### src/rtl/display_scan_mux.sv
// Four-digit seven-segment scan controller: guard/show dwell per digit, tear-free
// frame-boundary display update and optional leading-zero suppression.
module display_scan_mux #(
  parameter int unsigned SHOW_CYCLES  = 50000,
  parameter int unsigned GUARD_CYCLES = 500,
  parameter int unsigned CNT_W        = 16
) (
  input  logic        clk,
  input  logic        rst,
  input  logic [15:0] dataIn16,
  input  logic        load,
  input  logic        lzBlank,
  input  logic        enable,
  output logic [3:0]  nibbleOut,
  output logic [3:0]  anodeOut,
  output logic [1:0]  digitIdx,
  output logic        frameDone
);

  typedef enum logic {
    ST_GUARD = 1'b0,
    ST_SHOW  = 1'b1
  } state_e;

  localparam logic [CNT_W-1:0] SHOW_LAST  = CNT_W'(SHOW_CYCLES - 1);
  localparam logic [CNT_W-1:0] GUARD_LAST = CNT_W'(GUARD_CYCLES - 1);

  state_e           state_q, state_d;
  logic [1:0]       digit_q, digit_d;
  logic [CNT_W-1:0] cnt_q, cnt_d;
  logic [15:0]      pending_q, pending_d;
  logic [15:0]      display_q, display_d;
  logic [3:0]       anode_q, anode_d;
  logic             frame_done_q, frame_done_d;
  logic             frame_end;

  // Digit k>0 is dark when it and every higher nibble are zero.
  function automatic logic is_blanked(input logic [15:0] disp, input logic [1:0] k,
                                      input logic lz);
    logic blank;
    blank = 1'b0;
    case (k)
      2'd1:    blank = (disp[15:4] == 12'h000);
      2'd2:    blank = (disp[15:8] == 8'h00);
      2'd3:    blank = (disp[15:12] == 4'h0);
      default: blank = 1'b0;
    endcase
    return lz && blank;
  endfunction

  // NOTE: state registers use non-blocking assignments so every flop samples
  // pre-edge values regardless of process ordering.
  always_ff @(posedge clk or negedge rst) begin
    if (!rst) begin
      state_q      <= ST_GUARD;
      digit_q      <= 2'd0;
      cnt_q        <= '0;
      pending_q    <= 16'h0000;
      display_q    <= 16'h0000;
      anode_q      <= 4'b1111;
      frame_done_q <= 1'b0;
    end else begin
      state_q      <= state_d;
      digit_q      <= digit_d;
      cnt_q        <= cnt_d;
      pending_q    <= pending_d;
      display_q    <= display_d;
      anode_q      <= anode_d;
      frame_done_q <= frame_done_d;
    end
  end

  // NOTE: every variable gets a default at the top of the block so no path
  // leaves it unassigned and no latch is inferred.
  always_comb begin
    state_d   = state_q;
    digit_d   = digit_q;
    cnt_d     = cnt_q;
    pending_d = pending_q;
    display_d = display_q;
    frame_end = 1'b0;

    if (load) pending_d = dataIn16;

    if (!enable) begin
      state_d = ST_GUARD;
      digit_d = 2'd0;
      cnt_d   = '0;
    end else begin
      case (state_q)
        ST_GUARD: begin
          if (cnt_q == GUARD_LAST) begin
            cnt_d   = '0;
            state_d = ST_SHOW;
          end else begin
            cnt_d = cnt_q + 1'b1;
          end
        end
        ST_SHOW: begin
          if (cnt_q == SHOW_LAST) begin
            cnt_d     = '0;
            state_d   = ST_GUARD;
            digit_d   = digit_q + 2'd1;
            frame_end = (digit_q == 2'd3);
          end else begin
            cnt_d = cnt_q + 1'b1;
          end
        end
        default: state_d = ST_GUARD;
      endcase
    end

    // Display only swaps between frames, so a frame never mixes two values.
    if (frame_end) display_d = load ? dataIn16 : pending_q;
  end

  // Outputs are computed from next-state values and registered.
  always_comb begin
    anode_d      = 4'b1111;
    frame_done_d = frame_end;
    if (state_d == ST_SHOW && !is_blanked(display_d, digit_d, lzBlank)) begin
      anode_d[digit_d] = 1'b0;
    end
  end

  assign nibbleOut = display_q[4*digit_q +: 4];
  assign anodeOut  = anode_q;
  assign digitIdx  = digit_q;
  assign frameDone = frame_done_q;

endmodule
### config.mk
export PLATFORM = sky130hd
export DESIGN_NAME = display_scan_mux
export DESIGN_NICKNAME = d
export VERILOG_FILES = /design/src/rtl/display_scan_mux.sv
export SDC_FILE = /design/constraint.sdc
export NUM_CORES = 1
export LEC_CHECK = 0
export CORE_ASPECT_RATIO = 0.7
export CORE_UTILIZATION = 45
export DETAILED_ROUTE_END_ITERATION = 16
export PLACE_DENSITY = 0.78
export SKIP_LAST_GASP = 1
export SLEW_MARGIN = 15
export SYNTH_ARGS = -nofsm -noshare
export SYNTH_HDL_FRONTEND = slang
export SYNTH_SLANG_ARGS = --single-unit
### constraint.sdc
create_clock -name clk -period 3.7 [get_ports clk]
set_input_delay 1.11 -clock clk [delete_from_list [all_inputs] [get_ports clk]]
set_output_delay 1.11 -clock clk [all_outputs]
set_load 0.03 [all_outputs]
* Yosys cells after proc, flatten, opt, wreduce, memory -nomap -nowiden *
Cells that the tools add are included.

storage, ports and cells
  register bits = 56
  output and inout bits = 11
  logic and storage cells = 48
  input port bits = 21

cells by class
  add/subtract/negate cells = 2
  reductions and logical operators = 7
  mux-type cells = 20
  magnitude comparators = 2
  eq/ne operators = 6
  bitwise logic cells = 2
  shifts and indexed selects = 1

operator list
  kind                                                                count
  2-to-1 mux 16 bit                                                   5
  case mux 16 bit (2 select lines)                                    1
  adder 16 x 1 -> 16 bit (second input constant)                      1
  equality test 16 bit (second input constant)                        1
  equality test 16 x 9 -> 1 bit (second input constant)               1
  variable part select 16 x 5 -> 4 bit                                1
  logical NOT 12 bit                                                  1
  logical NOT 8 bit                                                   1
  2-to-1 mux 1 bit                                                    7
  equality test 2 bit (second input constant)                         3
  2-to-1 mux 2 bit                                                    3
  logical NOT 4 bit                                                   1
  2-to-1 mux 4 bit                                                    1
  inverter 4 bit                                                      1
  logical AND 1 bit                                                   3
  less-than comparator 2 x 3 -> 1 bit (second input constant)         1
  case mux 1 bit (3 select lines)                                     1
  adder 2 x 1 -> 2 bit (second input constant)                        1
  demux 1 bit (select 2 bit)                                          1
  equality test 2 x 1 -> 1 bit (second input constant)                1
  greater-or-equal comparator 2 x 1 -> 1 bit (second input constant)  1
  case mux 1 bit (2 select lines)                                     1
  logical NOT 1 bit                                                   1
  inverter 1 bit                                                      1

* Longest topological paths before layout *
  depth after elaboration = 11
  depth in mapped cells = 8
  depth with buffers taken out = 7

* Worst setup path before layout *
No wires, ideal clock.

  path kind = input-to-reg
  start point = input port load
  end point = register anode_q[1], in the netlist anodeOut[1]
  buffers on the path = 1
  stages on the path = 7
  data arrival time = 2447 ps
  path slack = 1169 ps
  library setup time = 84 ps
  required time = 3616 ps
  cell sequence = clkbuf_1 -> nor3_1 -> a21oi_1 -> or3_2 -> a211oi_2 -> a21oi_2 -> o2111ai_1

between the ends
  word-level cells in the longest chain between the ends = 8
  elaborated cells between the ends (all ways) = 10
  classes of those cells = mux: 4; reduce/logical: 6

ends and longest elaborated chain
  element                                     line  source
  from (decl)                                 11    input logic load,
  2-to-1 mux 16 bit *                         --
  2-to-1 mux 16 bit *                         114   if (frame_end) display_d = load ? dataIn16 : pending_q;
  logical NOT 12 bit (tied with other cells)  43    2'd1: blank = (disp[15:4] == 12'h000);
  case mux 1 bit (3 select lines) *           42    case (k)
  logical AND 1 bit *                         48    return lz && blank;
  logical NOT 1 bit *                         121   if (state_d == ST_SHOW && !is_blanked(display_d, digit_d, lzBlank)) begin
  logical AND 1 bit *                         121
  2-to-1 mux 4 bit *                          121
  net anode_d[1]                              33    logic [3:0] anode_q, anode_d;
  to (signal assigned)                        68    anode_q <= anode_d;
  to (decl)                                   33

The timed path passes the listed nets; every way through them passes the cells marked *.
A chain may end at the register's enable or synchronous reset.

* Worst setup path in the final report *
  start point = register digit_q[0], in the netlist digitIdx[0]
  end point = output port nibbleOut[0]

between the ends
  word-level cells in the longest chain between the ends = 1

ends and longest elaborated chain
  element                               line  source
  from (decl)                           29    logic [1:0] digit_q, digit_d;
  from (signal assigned)                64    digit_q <= digit_d;
  variable part select 16 x 5 -> 4 bit  126   assign nibbleOut = display_q[4*digit_q +: 4];
  to (decl)                             14    output logic [3:0] nibbleOut,

Every way passes these cells.

==> flow_summary.ini <==
[logic_synthesis]
syn_area_um2 = 2634
synth-main-ff-cell = dfrtp_1
synth-simple-area-share_pct = 15.91
synthCells = 217
synth_edf_count = 0
synth-adder-area-share_pct = 0.9501
syn-mean-instance-area_um2 = 12.14
synth_compound_gate_area_share_pct = 4.656
synth.distinct_cells = 45
syn-num-nets = 240
ys_warn_count = 0
synth-seq-cells = 56
muxShareOfSynthArea_pct = 15.58
synthXorXnorAreaFrac_pct = 4.988
synth_top_family_by_area = simple AND/OR/NAND/NOR gates
async_reset_ff_share_pct = 100.0
seq_area_frac_synth_pct = 53.40

[layout]
drive_gt1_share_pct = 21.60
fillCellCount = 461
final_cell_mix = dfrtp_1 (52), clkdlybuf4s50_1 (30), mux2_2 (24), nor2_1 (23), nand2_1 (15)
layout_commonest_cell = dfrtp_1
antennaDiodeCount = 0
final_net_count = 272
synthToLayoutAreaGrowth_pct = 16.15

[clocking]
clock_latency_ps = 300
cts_root_buf = clkbuf_8
cts_tree = done
cts_resized = 0
cts_buffer_depth = 2
cts_made_buffers = 5
path_clk_slew_ps = 90
clock-sinks = 56
cts_setup_buffers = 0
cts_hold_buf = 0
h-tree-depth = 2

[power_and_ir_drop]
p_comb_share_pct = 7.9
p_clk_share_pct = 31.2
switching_share_pct = 23.06
power.density_nw_per_um2 = 343.6
power.internal_uw = 808.7
seqPwrFrac_pct = 60.9
p_leak_nw = 1.289
switching_power_uw = 242.4
peakVddDrop_mv = 0.1739

[die]
start_util_pct = 48.57
rows = 22
die-width_um = 93.44
dieHeight_um = 66.01
core_um2 = 5423
pin_count = 32
die-area_um2 = 6168

[setup_path]
r2r_setup_slack_ps = 860
crit_path_end_kind = output pin
reg2reg_to = display_q[5]$_DFF_PN0_
required_ps = 2590
crit_arrival_ps = 2140
startpoint = digitIdx[0]$_DFF_PN0_
rr_startpoint = cnt_q[5]$_DFF_PN0_
reg2regPathDepth = 5
critical_path_class = reg2out
startpoint_type = register
cp-endpoint = nibbleOut[0]
cp_max_fo = 11

[timing]
slew_viol_final = 0
setup_tns_ps = 0
worst_slew_pin_slew_ps = 660.5
max_freq_mhz = 308.0
rsz0062_at_grt = false
period_needed_ps = 3247
slew_headroom_pct = 55.84
setup_viol_count_final = 0
post-route-period-util_pct = 87.76
worst_clock_skew_ps = 9.253
layout_setup_ws_ps = 452.9
finalHoldViolations = 0

[run]
cap_violations = 0

[global_routing]
antenna_found_initial = 0
grt_pass1_vias = 1704
grt_overflow = 0
grt_pass1_wl_mm = 8.611
grt_max_degree = 36
track_usage_pct = 18.76

[drt]
dr.first_iter.drc_count = 132
drc = 0
wirelength_mm = 5.074
ant_nets = 0
vias = 1711
viasPerCell = 5.314
drt_first_pass_iters = 4
routedWlPerCell_um = 15.76

[placement]
hpwlAfterDp_mm = 3.856
port_buffers = 31
dp_slack_ps = 508.4
gp_congestion = 0.8303

[hold_path]
hold_class = reg2reg

[run_status]
outcome = complete, no violations
[metrics by stage]
step                hold WS, ps  power [mW]  util (%)  area, um^2  std cells
finish                    490.5       1.051     56.41        3059        322
global route              514.8       1.097     56.41        3059        322
CTS                       496.9       1.067     56.41        3059        322
detailed placement        474.5      0.7363     54.78        2970        314
global placement          466.3      0.7338     54.78        2970        314
floorplan                 447.9      0.6887         -        2634        217
[cell usage after synthesis (2+ instances only)]
cell type | instances | area share [%]
o2111ai_1 | 2 | 0.67
xor2_1 | 6 | 2.0
nand2b_1 | 2 | 0.47
nor4_1 | 3 | 0.71
xnor2_1 | 9 | 3.0
dfstp_2 | 4 | 4.0
and3_1 | 2 | 0.47
clkbuf_8 | 2 | 1.0
nand3_1 | 6 | 1.1
ha_1 | 2 | 0.95
mux2_2 | 24 | 10
or4_1 | 2 | 0.57
o21ai_0 | 4 | 0.76
mux2i_1 | 5 | 1.9
a211oi_2 | 2 | 0.95
nor3_1 | 3 | 0.57
nand4_1 | 8 | 1.9
a21oi_1 | 3 | 0.57
nor2_1 | 23 | 3.3
inv_1 | 10 | 1.4
dfrtp_1 | 52 | 49
buf_6 | 3 | 1.3
nand2_1 | 15 | 2.1
mux4_2 | 4 | 3.4
[worst max-delay path, cell delays in order (launching register included)]
cell and delay (ps):
dfrtp_1 660, mux4_2 570, clkdlybuf4s50_1 610
[kinds of logic (layout without fill, tap and decap cells)]
kind of cell    count (synthesis)  in the layout
compound gates                 16             16
mux                            33             33
flops                          56             56
xor+xnor                       15             15
buf+inv                        19             52
simple gates                   76             76
fa+ha+maj                       2              2
[state kept, by name, indices dropped and copies added, names as in the netlist]
register	flops
anodeOut	4
digitIdx	2
state_q	1
display_q	16
pending_q	16
cnt_q	16
frameDone	1
[power by group through the flow]
stage / clock (mW) / sequential [mW] / combinational (mW)
6_report: 0.328 / 0.640 / 0.0831
5_1_grt: 0.361 / 0.643 / 0.0925
4_1_cts: 0.343 / 0.641 / 0.0842
3_5_place_dp: 0 / 0.652 / 0.0841
3_3_place_gp: 0 / 0.652 / 0.0820
2_1_floorplan: 0 / 0.650 / 0.0387
[layout make-up]
type                            instances  area, um^2  area share [%]
Inverter                               10       37.54           1.227
Sequential cell                        56        1406           45.97
Clock inverter                          2       16.27          0.5317
Multi-Input combinational cell        142        1109           36.24
Timing Repair Buffer                   34       327.8           10.72
Clock buffer                            6       72.57           2.372
Tap cell                               72       90.09           2.945
[how the worst min path moves through the flow]
stage | endpoint | start | slack (ps) | depth (start not counted)
after floorplan | cnt_q[0]$_DFF_PN0_ | cnt_q[0]$_DFF_PN0_ | 450 | 1
after global placement | cnt_q[0]$_DFF_PN0_ | cnt_q[0]$_DFF_PN0_ | 470 | 1
after detailed placement | pending_q[10]$_DFF_PN0_ | pending_q[10]$_DFF_PN0_ | 470 | 2
after CTS | cnt_q[0]$_DFF_PN0_ | cnt_q[0]$_DFF_PN0_ | 500 | 1
after global routing | cnt_q[0]$_DFF_PN0_ | cnt_q[0]$_DFF_PN0_ | 510 | 1
final | cnt_q[0]$_DFF_PN0_ | cnt_q[0]$_DFF_PN0_ | 490 | 1
[per-layer routing]
metal / track usage (%) / part of all wire (%)
met5: 0 / 0
met4: 5.385 / 0.59
met2: 26.84 / 43
met1: 28.45 / 52
met3: 4.138 / 4.1
Power figures use the tool's default switching activity.
